===== src/rtl/alu_pipe.sv =====
// -----------------------------------------------------------------------------
// alu_pipe
//   Pipelined ALU with a registered result stage. Single-cycle ops (0x0..0xD)
//   complete on the accept edge. With ALU_PIPE_MUL_EN defined, MUL/MULH
//   (0xE/0xF) run through a radix-2 shift-add multiplier. Without the macro,
//   0xE/0xF finish in one cycle with result 0, flags held and err=1.
//
// Configuration macro: ALU_PIPE_MUL_EN (enables multiplier and MUL state)
//
// Ports
//   clk        rising-edge clock
//   rst_n      asynchronous active-low reset
//   in_valid   request valid          in_ready   request accepted this cycle
//   op[3:0]    opcode                 a, b       operands (WIDTH bits)
//   out_valid  result valid           out_ready  consumer takes result
//   result     registered result      flags      registered {C,V,Z,N}
//   err        registered illegal-opcode indication
//
// Handshake: a request transfers on a rising edge where in_valid && in_ready;
// a result transfers on a rising edge where out_valid && out_ready. While
// out_valid is high and out_ready low, result/flags/err hold stable.
// -----------------------------------------------------------------------------
module alu_pipe #(
  parameter int WIDTH = 8
) (
  input  logic             clk,
  input  logic             rst_n,
  input  logic             in_valid,
  output logic             in_ready,
  input  logic [3:0]       op,
  input  logic [WIDTH-1:0] a,
  input  logic [WIDTH-1:0] b,
  output logic             out_valid,
  input  logic             out_ready,
  output logic [WIDTH-1:0] result,
  output logic [3:0]       flags,
  output logic             err
);

  logic [WIDTH-1:0] result_q, result_d;
  logic [3:0]       flags_q, flags_d;
  logic             err_q, err_d;
  logic             out_valid_q, out_valid_d;

  logic             c_flag;
  logic             accept;

  // What gets written into the output stage on a completing op.
  logic             load;
  logic [WIDTH-1:0] load_res;
  logic [3:0]       load_flags;
  logic             load_err;

  // The carry register is the C bit of the flags register.
  assign c_flag = flags_q[3];
  assign accept = in_valid && in_ready;

  // ---------------------------------------------------------------------------
  // Shared adder for ADD/ADC/SUB/SBB. op[1] selects subtract (invert b);
  // op[0] selects carry-in from C, otherwise carry-in is 1 for SUB, 0 for ADD.
  // ---------------------------------------------------------------------------
  logic [WIDTH-1:0] add_b;
  logic             add_cin;
  logic [WIDTH:0]   add_sum;

  always_comb begin
    add_b   = op[1] ? ~b : b;
    add_cin = op[0] ? c_flag : op[1];
    add_sum = {1'b0, a} + {1'b0, add_b} + {{WIDTH{1'b0}}, add_cin};
  end

  // ---------------------------------------------------------------------------
  // Single-cycle ALU. The default branch covers 0xE/0xF as the illegal-op
  // response; when the multiplier is built those opcodes never take this path.
  // ---------------------------------------------------------------------------
  logic [WIDTH-1:0] alu_res;
  logic             alu_c;
  logic             alu_v;
  logic             alu_err;
  logic [3:0]       alu_flags;

  always_comb begin
    alu_res = '0;
    alu_c   = c_flag;
    alu_v   = 1'b0;
    alu_err = 1'b0;
    case (op)
      4'h0, 4'h1, 4'h2, 4'h3: begin
        alu_res = add_sum[WIDTH-1:0];
        alu_c   = add_sum[WIDTH];
        // Same-sign operands producing an opposite-sign sum.
        alu_v   = (a[WIDTH-1] == add_b[WIDTH-1]) && (add_sum[WIDTH-1] != a[WIDTH-1]);
      end
      4'h4: alu_res = a & b;
      4'h5: alu_res = a | b;
      4'h6: alu_res = a ^ b;
      4'h7: alu_res = a & ~b;
      4'h8: begin
        alu_res = {a[WIDTH-2:0], 1'b0};
        alu_c   = a[WIDTH-1];
      end
      4'h9: begin
        alu_res = {1'b0, a[WIDTH-1:1]};
        alu_c   = a[0];
      end
      4'hA: begin
        alu_res = {a[WIDTH-1], a[WIDTH-1:1]};
        alu_c   = a[0];
      end
      4'hB: begin
        alu_res = {a[WIDTH-2:0], c_flag};
        alu_c   = a[WIDTH-1];
      end
      4'hC: begin
        alu_res = {c_flag, a[WIDTH-1:1]};
        alu_c   = a[0];
      end
      4'hD: alu_res = b;
      default: alu_err = 1'b1;
    endcase
  end

  assign alu_flags = alu_err ? flags_q
                             : {alu_c, alu_v, (alu_res == '0), alu_res[WIDTH-1]};

`ifdef ALU_PIPE_MUL_EN
  // ---------------------------------------------------------------------------
  // Multiplier: IDLE/MUL FSM, one partial product per cycle for WIDTH cycles.
  // The last partial product is folded in combinationally on the final edge,
  // so the result registers WIDTH edges after the accept edge.
  // ---------------------------------------------------------------------------
  typedef enum logic {S_IDLE = 1'b0, S_MUL = 1'b1} state_e;
  localparam int CW = $clog2(WIDTH);

  state_e             state_q, state_d;
  logic [2*WIDTH-1:0] mcand_q, mcand_d;
  logic [2*WIDTH-1:0] acc_q, acc_d;
  logic [2*WIDTH-1:0] acc_sum;
  logic [WIDTH-1:0]   mplier_q, mplier_d;
  logic [CW-1:0]      cnt_q, cnt_d;
  logic               mulh_q, mulh_d;
  logic               mul_done;
  logic               is_mul_op;
  logic [WIDTH-1:0]   mul_lo, mul_hi, mul_res;

  assign is_mul_op = (op[3:1] == 3'b111);
  assign in_ready  = (state_q == S_IDLE) && (!out_valid_q || out_ready);
  assign acc_sum   = acc_q + (mplier_q[0] ? mcand_q : '0);
  assign mul_lo    = acc_sum[WIDTH-1:0];
  assign mul_hi    = acc_sum[2*WIDTH-1:WIDTH];
  assign mul_res   = mulh_q ? mul_hi : mul_lo;
  assign mul_done  = (state_q == S_MUL) && (cnt_q == CW'(WIDTH-1));

  always_comb begin
    state_d    = state_q;
    mcand_d    = mcand_q;
    mplier_d   = mplier_q;
    acc_d      = acc_q;
    cnt_d      = cnt_q;
    mulh_d     = mulh_q;
    load       = 1'b0;
    load_res   = alu_res;
    load_flags = alu_flags;
    load_err   = alu_err;
    case (state_q)
      S_IDLE: begin
        if (accept) begin
          if (is_mul_op) begin
            // Operands captured here; later changes on a/b/op are ignored.
            state_d  = S_MUL;
            mcand_d  = {{WIDTH{1'b0}}, a};
            mplier_d = b;
            acc_d    = '0;
            cnt_d    = '0;
            mulh_d   = op[0];
          end else begin
            load = 1'b1;
          end
        end
      end
      S_MUL: begin
        acc_d    = acc_sum;
        mcand_d  = mcand_q << 1;
        mplier_d = mplier_q >> 1;
        cnt_d    = cnt_q + CW'(1);
        if (mul_done) begin
          state_d    = S_IDLE;
          load       = 1'b1;
          load_res   = mul_res;
          load_flags = {(mul_hi != '0), 1'b0, (mul_res == '0), mul_res[WIDTH-1]};
          load_err   = 1'b0;
          acc_d      = '0;
          cnt_d      = '0;
        end
      end
      default: state_d = S_IDLE;
    endcase
  end

  always_ff @(posedge clk or negedge rst_n) begin
    if (!rst_n) begin
      state_q  <= S_IDLE;
      mcand_q  <= '0;
      mplier_q <= '0;
      acc_q    <= '0;
      cnt_q    <= '0;
      mulh_q   <= 1'b0;
    end else begin
      state_q  <= state_d;
      mcand_q  <= mcand_d;
      mplier_q <= mplier_d;
      acc_q    <= acc_d;
      cnt_q    <= cnt_d;
      mulh_q   <= mulh_d;
    end
  end
`else
  // No multiplier: every opcode completes on its accept edge.
  assign in_ready = !out_valid_q || out_ready;

  always_comb begin
    load       = accept;
    load_res   = alu_res;
    load_flags = alu_flags;
    load_err   = alu_err;
  end
`endif

  // ---------------------------------------------------------------------------
  // Output stage. A new result may load on the same edge the old one drains.
  // ---------------------------------------------------------------------------
  always_comb begin
    result_d    = result_q;
    flags_d     = flags_q;
    err_d       = err_q;
    out_valid_d = out_valid_q;
    if (load) begin
      result_d    = load_res;
      flags_d     = load_flags;
      err_d       = load_err;
      out_valid_d = 1'b1;
    end else if (out_ready) begin
      out_valid_d = 1'b0;
    end
  end

  always_ff @(posedge clk or negedge rst_n) begin
    if (!rst_n) begin
      result_q    <= '0;
      flags_q     <= '0;
      err_q       <= 1'b0;
      out_valid_q <= 1'b0;
    end else begin
      result_q    <= result_d;
      flags_q     <= flags_d;
      err_q       <= err_d;
      out_valid_q <= out_valid_d;
    end
  end

  assign result    = result_q;
  assign flags     = flags_q;
  assign err       = err_q;
  assign out_valid = out_valid_q;

endmodule


===== config.mk =====
export PLATFORM = sky130hd
export DESIGN_NAME = alu_pipe
export DESIGN_NICKNAME = d
export VERILOG_FILES = /design/src/rtl/alu_pipe.sv
export SDC_FILE = /design/constraint.sdc
export NUM_CORES = 1
export LEC_CHECK = 0
export ABC_AREA = 1
export CORE_ASPECT_RATIO = 0.6
export CORE_MARGIN = 10
export CORE_UTILIZATION = 56
export DETAILED_ROUTE_END_ITERATION = 8
export GPL_ROUTABILITY_DRIVEN = 0
export GPL_TIMING_DRIVEN = 0
export PLACE_DENSITY = 0.94
export SKIP_LAST_GASP = 1
export SLEW_MARGIN = 10
export SYNTH_ARGS = -nofsm -noshare
export SYNTH_HDL_FRONTEND = slang
export SYNTH_SLANG_ARGS = --single-unit

===== constraint.sdc =====
create_clock -name clk -period 6.07 [get_ports clk]
set_input_delay 1.214 -clock clk [delete_from_list [all_inputs] [get_ports clk]]
set_output_delay 1.214 -clock clk [all_outputs]
set_load 0.01 [all_outputs]

==> run_results.csv, run 1 <==
group,metric,value,unit
run_status,status,"completed",
synthesis,synthAdderAreaFrac,0.123,
synthesis,synth.area.mux_share,0,
timing,clock.fmax,271,MHz
synthesis,ys_ff_latch,14,
final_layout,antenna_cells,0,
timing,setup_viol,0,
run,drv_cap,0,
die,die-area,0.00608,mm^2
die,ioPinCount,39,
synthesis,netlist_instances,319,
final_layout,n_fill_cell,274,
clock_network,cts_resized,0,
synthesis,synth-seq-area-share,0.189,
critical_path,r2r_setup_slack,3.45,ns
timing,fin_crit,3.69,ns
synthesis,syn_nets,360,
clock_network,clkSinkCount,14,
clock_network,clkSlewWorstSetupHoldPaths,0.06,ns
timing,tightest_slew,0.631,ns
routing,drt_iter0_markers,356,
clock_network,htree_levels,1,
die,start_util,0.575,
timing,slew_viol_final,0,
min_path,hp-class,"reg -> reg",
routing,post_drt_wl_per_cell,14.6,um
final_layout,nets,400,
final_layout,layout.cells.most_common_list,"nand2_1 (126), nor2_1 (36), clkdlybuf4s50_1 (35)",
power,power.density,173,mW/mm^2
place,dpl_worst_slack,2.13,ns
global_routing,grt_max_degree,15,
timing,finalHoldViolCount,0,
timing,rsz0062_at_grt,"no",
clock_network,clk-insertion-delay-late,0.24,ns
power,ir_drop,143,uV
final_layout,area_growth_syn_to_layout,24.2,%
critical_path,crit_type,"in -> reg",
critical_path,worst_setup_path_end_kind,"flop",
clock_network,cts_tree,"done",
critical_path,required,6.25,ns
place,place_area,0.00226,mm^2
synthesis,netlist_area,0.00185,mm^2
timing,setup_tns,0,ns
global_routing,antenna_found_initial,0,
timing,post-route-period-util,0.609,
place,port_buffers,35,
timing,slew_headroom,0.578,
die,die_h,64.6,um
clock_network,numCtsBuffers,3,
synthesis,yosys_warnings,0,
routing,avgViaCountPerCell,5.65,
synthesis,syn_avg_cell_area,5.81,um^2
global_routing,grt_use_total,0.186,
clock_network,postCtsSetupRepairBufs,0,
global_routing,grt_pass1_vias,1949,
place,dp_hpwl,4.75,mm
final_layout,instances_no_fill,402,
routing,num_vias,2270,
synthesis,synth_top_family_by_area,"simple AND/OR/NAND/NOR gates",
timing,setup_slack,2.38,ns
routing,drc,0,
routing,wl,5.88,mm
clock_network,clk_path_buf_depth,2,
die,fp-row-count,16,
routing,drtPass1Iterations,8,
synthesis,synth_compound_area_frac,0.0871,
die,core-area,0.00322,mm^2
global_routing,grt_pass1_wl,9.40,mm
synthesis,yosys.area_share.simple,0.472,
power,power_leakage,0.00124,uW
timing,clock_skew,0.00208,ns
final_layout,layout_commonest_cell,"nand2_1",
synthesis,synth_xor_area_frac,0.0331,
critical_path,worstPathArrival,3.88,ns
critical_path,cp-start-kind,"primary input",
final_layout,final_layout_size_suffix_gt1_frac,0.0672,
routing,ant_nets,0,
synthesis,yosys.cell_types.count,26,
die,fp.dieW,94.3,um
place,placedCellCount,399,
final_layout,final_area,0.00230,mm^2
clock_network,root_buffer,"clkbuf_8",
clock_network,cts_hold_buf,0,
critical_path,path_max_fanout,4,
global_routing,overflow,0,
## cell families after synthesis
group / Yosys count
adders and majority gates: 17
buffers and inverters: 43
DFF: 14
AOI/OAI and AO/OA: 31
xor gates and xnor gates: 7
and+or+nand+nor: 207
## metal layers
| metal | global-route usage | wire length [um] | vias up |
|---|---|---|---|
| li1 | - | - | 1088 |
| met1 | 0.258 | 2550 | 1012 |
| met2 | 0.282 | 2510 | 152 |
| met3 | 0.0575 | 745 | 18 |
| met4 | 0.0226 | 77 | 0 |
| met5 | 0 | 0 | - |
## through the flow
step | power, uW | utilization | hold slack, ns
2_1_floorplan | 233 | - | 0.515
3_3_place_gp | 313 | 0.701 | 0.466
3_5_place_dp | 320 | 0.701 | 0.466
4_1_cts | 395 | 0.714 | 0.481
5_1_grt | 428 | 0.714 | 0.500
6_report | 398 | 0.714 | 0.482
## flip-flops by register name, summed over array words and instances (netlist names)
register,count
flags,4
out_valid,1
err,1
result,8
## worst max-delay path, cell delays in order
cell             delay [ns]
clkdlybuf4s50_1        0.48
xor2_1                 0.19
fa_1                   0.47
fa_1                   0.40
or2_2                  0.30
nand3_1                0.08
o21ai_0                0.08
nor2_1                 0.09
nand2_1                0.06
nor2_1                 0.19
nand2_1                0.08
nor2_1                 0.08
nand3_1                0.08
nand2_1                0.07
## final timing paths
check | from | to | cells after the start
min in group asynchronous | rst_n | result[1]$_DFFE_PN0P_ | 1
worst min register to register | result[7]$_DFFE_PN0P_ | result[7]$_DFFE_PN0P_ | 2
worst max-delay path | b[0] | flags[1]$_DFFE_PN0P_ | 14
worst max register to register | flags[3]$_DFFE_PN0P_ | flags[1]$_DFFE_PN0P_ | 14
worst min-delay path | result[7]$_DFFE_PN0P_ | result[7]$_DFFE_PN0P_ | 2
max in group asynchronous | rst_n | result[2]$_DFFE_PN0P_ | 1
## synthesized netlist by cell type
cell type | n | area, um^2
o21ai_0 | 17 | 85.1
clkbuf_1 | 1 | 3.75
or2_2 | 3 | 18.8
fa_1 | 2 | 40.0
nand2_4 | 1 | 11.3
nand2_1 | 126 | 473
nand3b_1 | 2 | 15.0
nand3_1 | 25 | 125
buf_4 | 2 | 15.0
buf_6 | 1 | 11.3
nor2_1 | 36 | 135
nand2_2 | 2 | 12.5
nor2_4 | 2 | 22.5
inv_1 | 33 | 124
nor3_1 | 1 | 5.00
nand4_1 | 6 | 37.5
inv_2 | 5 | 18.8
o21ai_1 | 1 | 5.00
dfrtp_1 | 14 | 350
o21ai_2 | 1 | 8.76
nor2_2 | 3 | 18.8
xor2_1 | 7 | 61.3
a21oi_1 | 11 | 55.1
buf_2 | 1 | 5.00
ha_1 | 15 | 188
o31ai_1 | 1 | 7.51
## report_power, final
| part | leakage, uW | switching (uW) | internal (uW) |
|---|---|---|---|
| Sequential | 0.000177 | 9.24 | 110 |
| Clock | 0.0000216 | 31.6 | 43.9 |
| Combinational | 0.00104 | 116 | 87.1 |
## cell type report
| type | instances | area (um^2) | share of cell area |
|---|---|---|---|
| tap | 45 | 56.3 | 0.0245 |
| timing repair buffer | 35 | 350 | 0.152 |
| buffer | 5 | 35.0 | 0.0152 |
| sequential | 14 | 350 | 0.152 |
| inverter | 38 | 143 | 0.0620 |
| clock buffer | 3 | 41.3 | 0.0179 |
| multi-input combinational | 262 | 1330 | 0.576 |
No activity file was read; power rests on OpenSTA's default activity.
==> run 2, diff against run 1 <==
--- a/config.mk
+++ b/config.mk
@@ -8,11 +8,11 @@
 export ABC_AREA = 1
 export CORE_ASPECT_RATIO = 0.6
 export CORE_MARGIN = 10
-export CORE_UTILIZATION = 56
+export CORE_UTILIZATION = 47
 export DETAILED_ROUTE_END_ITERATION = 8
 export GPL_ROUTABILITY_DRIVEN = 0
 export GPL_TIMING_DRIVEN = 0
-export PLACE_DENSITY = 0.94
+export PLACE_DENSITY = 0.84
 export SKIP_LAST_GASP = 1
 export SLEW_MARGIN = 10
 export SYNTH_ARGS = -nofsm -noshare
==> constraint.sdc (replaced) <==
create_clock -name clk -period 3.3 [get_ports clk]
set_input_delay 0.66 -clock clk [delete_from_list [all_inputs] [get_ports clk]]
set_output_delay 0.66 -clock clk [all_outputs]
set_load 0.01 [all_outputs]
==> run_results.csv, run 2 (same netlist as run 1, synthesis figures left out) <==
group,metric,value,unit
die,fp.dieW,101,um
min_path,whs_path_depth,2,
power,power_leakage,0.00124,uW
critical_path,path_max_fanout,4,
timing,post-route-period-util,0.956,
global_routing,antenna_found_initial,0,
clock_network,clk_path_buf_depth,2,
die,fp-row-count,17,
routing,ant_nets,0,
critical_path,cp-start-kind,"primary input",
clock_network,htree_levels,1,
critical_path,required,3.49,ns
routing,drtPass1Iterations,6,
clock_network,clkSlewWorstSetupHoldPaths,0.06,ns
critical_path,crit_path_top_delay_cell,"fa_1",
global_routing,grt_pass1_wl,9.44,mm
timing,setup_viol,0,
routing,wl,5.96,mm
power,ir_drop,219,uV
final_layout,nets,400,
clock_network,clkSinkCount,14,
clock_network,root_buffer,"clkbuf_8",
run_status,status,"completed",
power,power.density,319,mW/mm^2
timing,rsz0062_at_grt,"no",
global_routing,grt_pass1_vias,1896,
die,die_h,68.6,um
routing,num_vias,2194,
timing,slew_headroom,0.572,
final_layout,final_layout_size_suffix_gt1_frac,0.0700,
final_layout,largest_reg_flops,8,
critical_path,worst_setup_path_end_kind,"flop",
die,start_util,0.498,
clock_network,clk-insertion-delay-late,0.24,ns
routing,post_drt_wl_per_cell,14.8,um
die,core-area,0.00372,mm^2
global_routing,grt_max_degree,15,
clock_network,cts_tree,"done",
critical_path,critPathMaxStageDelay,0.49,ns
final_layout,instances_no_fill,404,
critical_path,r2r_start,"flags[3]$_DFFE_PN0P_",
timing,finalHoldViolCount,0,
timing,tightest_slew,0.640,ns
critical_path,cp_common_cell,"nand2_1",
clock_network,numCtsBuffers,3,
critical_path,reg2regPathDepth,14,
min_path,min_to,"result[6]$_DFFE_PN0P_",
critical_path,r2r-end,"flags[1]$_DFFE_PN0P_",
final_layout,layout_commonest_cell,"nand2_1",
critical_path,crit_type,"in -> reg",
critical_path,r2r_setup_slack,0.66,ns
die,die-area,0.00694,mm^2
routing,drt_iter0_markers,295,
routing,drc,0,
timing,slew_viol_final,0,
run,drv_cap,0,
timing,clock_skew,0.00299,ns
min_path,hp-class,"reg -> reg",
global_routing,overflow,0,
place,port_buffers,35,
final_layout,layout.cells.most_common_list,"nand2_1 (126), nor2_1 (35), clkdlybuf4s50_1 (35)",
place,placedCellCount,401,
timing,clock.fmax,317,MHz
timing,setup_tns,0,ns
die,ioPinCount,39,
min_path,hold_start,"result[6]$_DFFE_PN0P_",
place,dp_hpwl,4.86,mm
final_layout,antenna_cells,0,
critical_path,crit_path_cell_trace,"clkdlybuf4s50_1, xor2_1, fa_1, fa_1, or2_2, nand3_1, o21ai_0, nor2_1, nand2_1, nor2_2, nand2_1, nor2_1, nand3_1, nand2_1",
routing,avgViaCountPerCell,5.43,
timing,fin_crit,3.15,ns
critical_path,worstPathArrival,3.34,ns
clock_network,cts_hold_buf,0,
global_routing,grt_use_total,0.168,
final_layout,area_growth_syn_to_layout,24.4,%
run 2: cell counts in the layout (fill, tap and decap cells not counted):
No cell type changed its count.
run 2: layout make-up:
class / instances / area [um^2]
plain buffers: 5 / 35.0
clock buffers: 3 / 41.3
fillers: 348 / 1420
inverters: 38 / 143
multi-input cells: 262 / 1330
flip-flops and latches: 14 / 350
well taps: 47 / 58.8
repair buffers: 35 / 350
run 2: report_power, final:
| group | total (uW) | internal [uW] | switching [uW] |
|---|---|---|---|
| registers | 219 | 202 | 17.1 |
| logic | 378 | 161 | 217 |
| clock network | 138 | 80.7 | 57.2 |
| total | 735 | 444 | 291 |
run 2: worst max path at each step:
stage,cells after the start,end,slack [ns],startpoint
6_report,14,flags[1]$_DFFE_PN0P_,0.15,b[0]
5_1_grt,14,flags[1]$_DFFE_PN0P_,0.03,b[0]
4_1_cts,14,flags[1]$_DFFE_PN0P_,0.15,b[0]
3_5_place_dp,14,flags[1]$_DFFE_PN0P_,-0.11,b[0]
3_3_place_gp,14,flags[1]$_DFFE_PN0P_,-0.07,b[0]
2_1_floorplan,15,flags[1]$_DFFE_PN0P_,0.36,op[1]
run 2: layer usage:
metal	GRT usage	vias up	part of all wire
li1	-	1089	-
met1	0.244	962	0.47
met2	0.245	135	0.40
met3	0.0486	8	0.12
met4	0.0190	0	0.0069
met5	0	-	0
run 2: critical path: cells and delay by family:
family | cells | cell delay (ns)
AOI/OAI and AO/OA | 1 | 0.09
and+or+nand+nor | 9 | 1.04
xor gates and xnor gates | 1 | 0.18
buffers and inverters | 1 | 0.47
adders and majority gates | 2 | 0.90
run 2: what timing repair did:
action / CTS / global route
endpoints found under the hold margin: 0 / 0
setup buffers: 0 / 0
gates resized for setup: 0 / 1
endpoints found under the setup margin: 0 / 1
run 2: stage by stage:
stage | cell area, um^2 | setup slack [ns] | utilization | total power (uW) | hold slack [ns]
finish | 2310 | 0.145 | 0.619 | 735 | 0.480
floorplan | 1850 | 0.356 | - | 429 | 0.364
global placement | 2260 | -0.0698 | 0.608 | 579 | 0.464
detailed placement | 2260 | -0.105 | 0.608 | 591 | 0.469
CTS | 2300 | 0.151 | 0.619 | 732 | 0.481
global route | 2310 | 0.0339 | 0.619 | 793 | 0.511
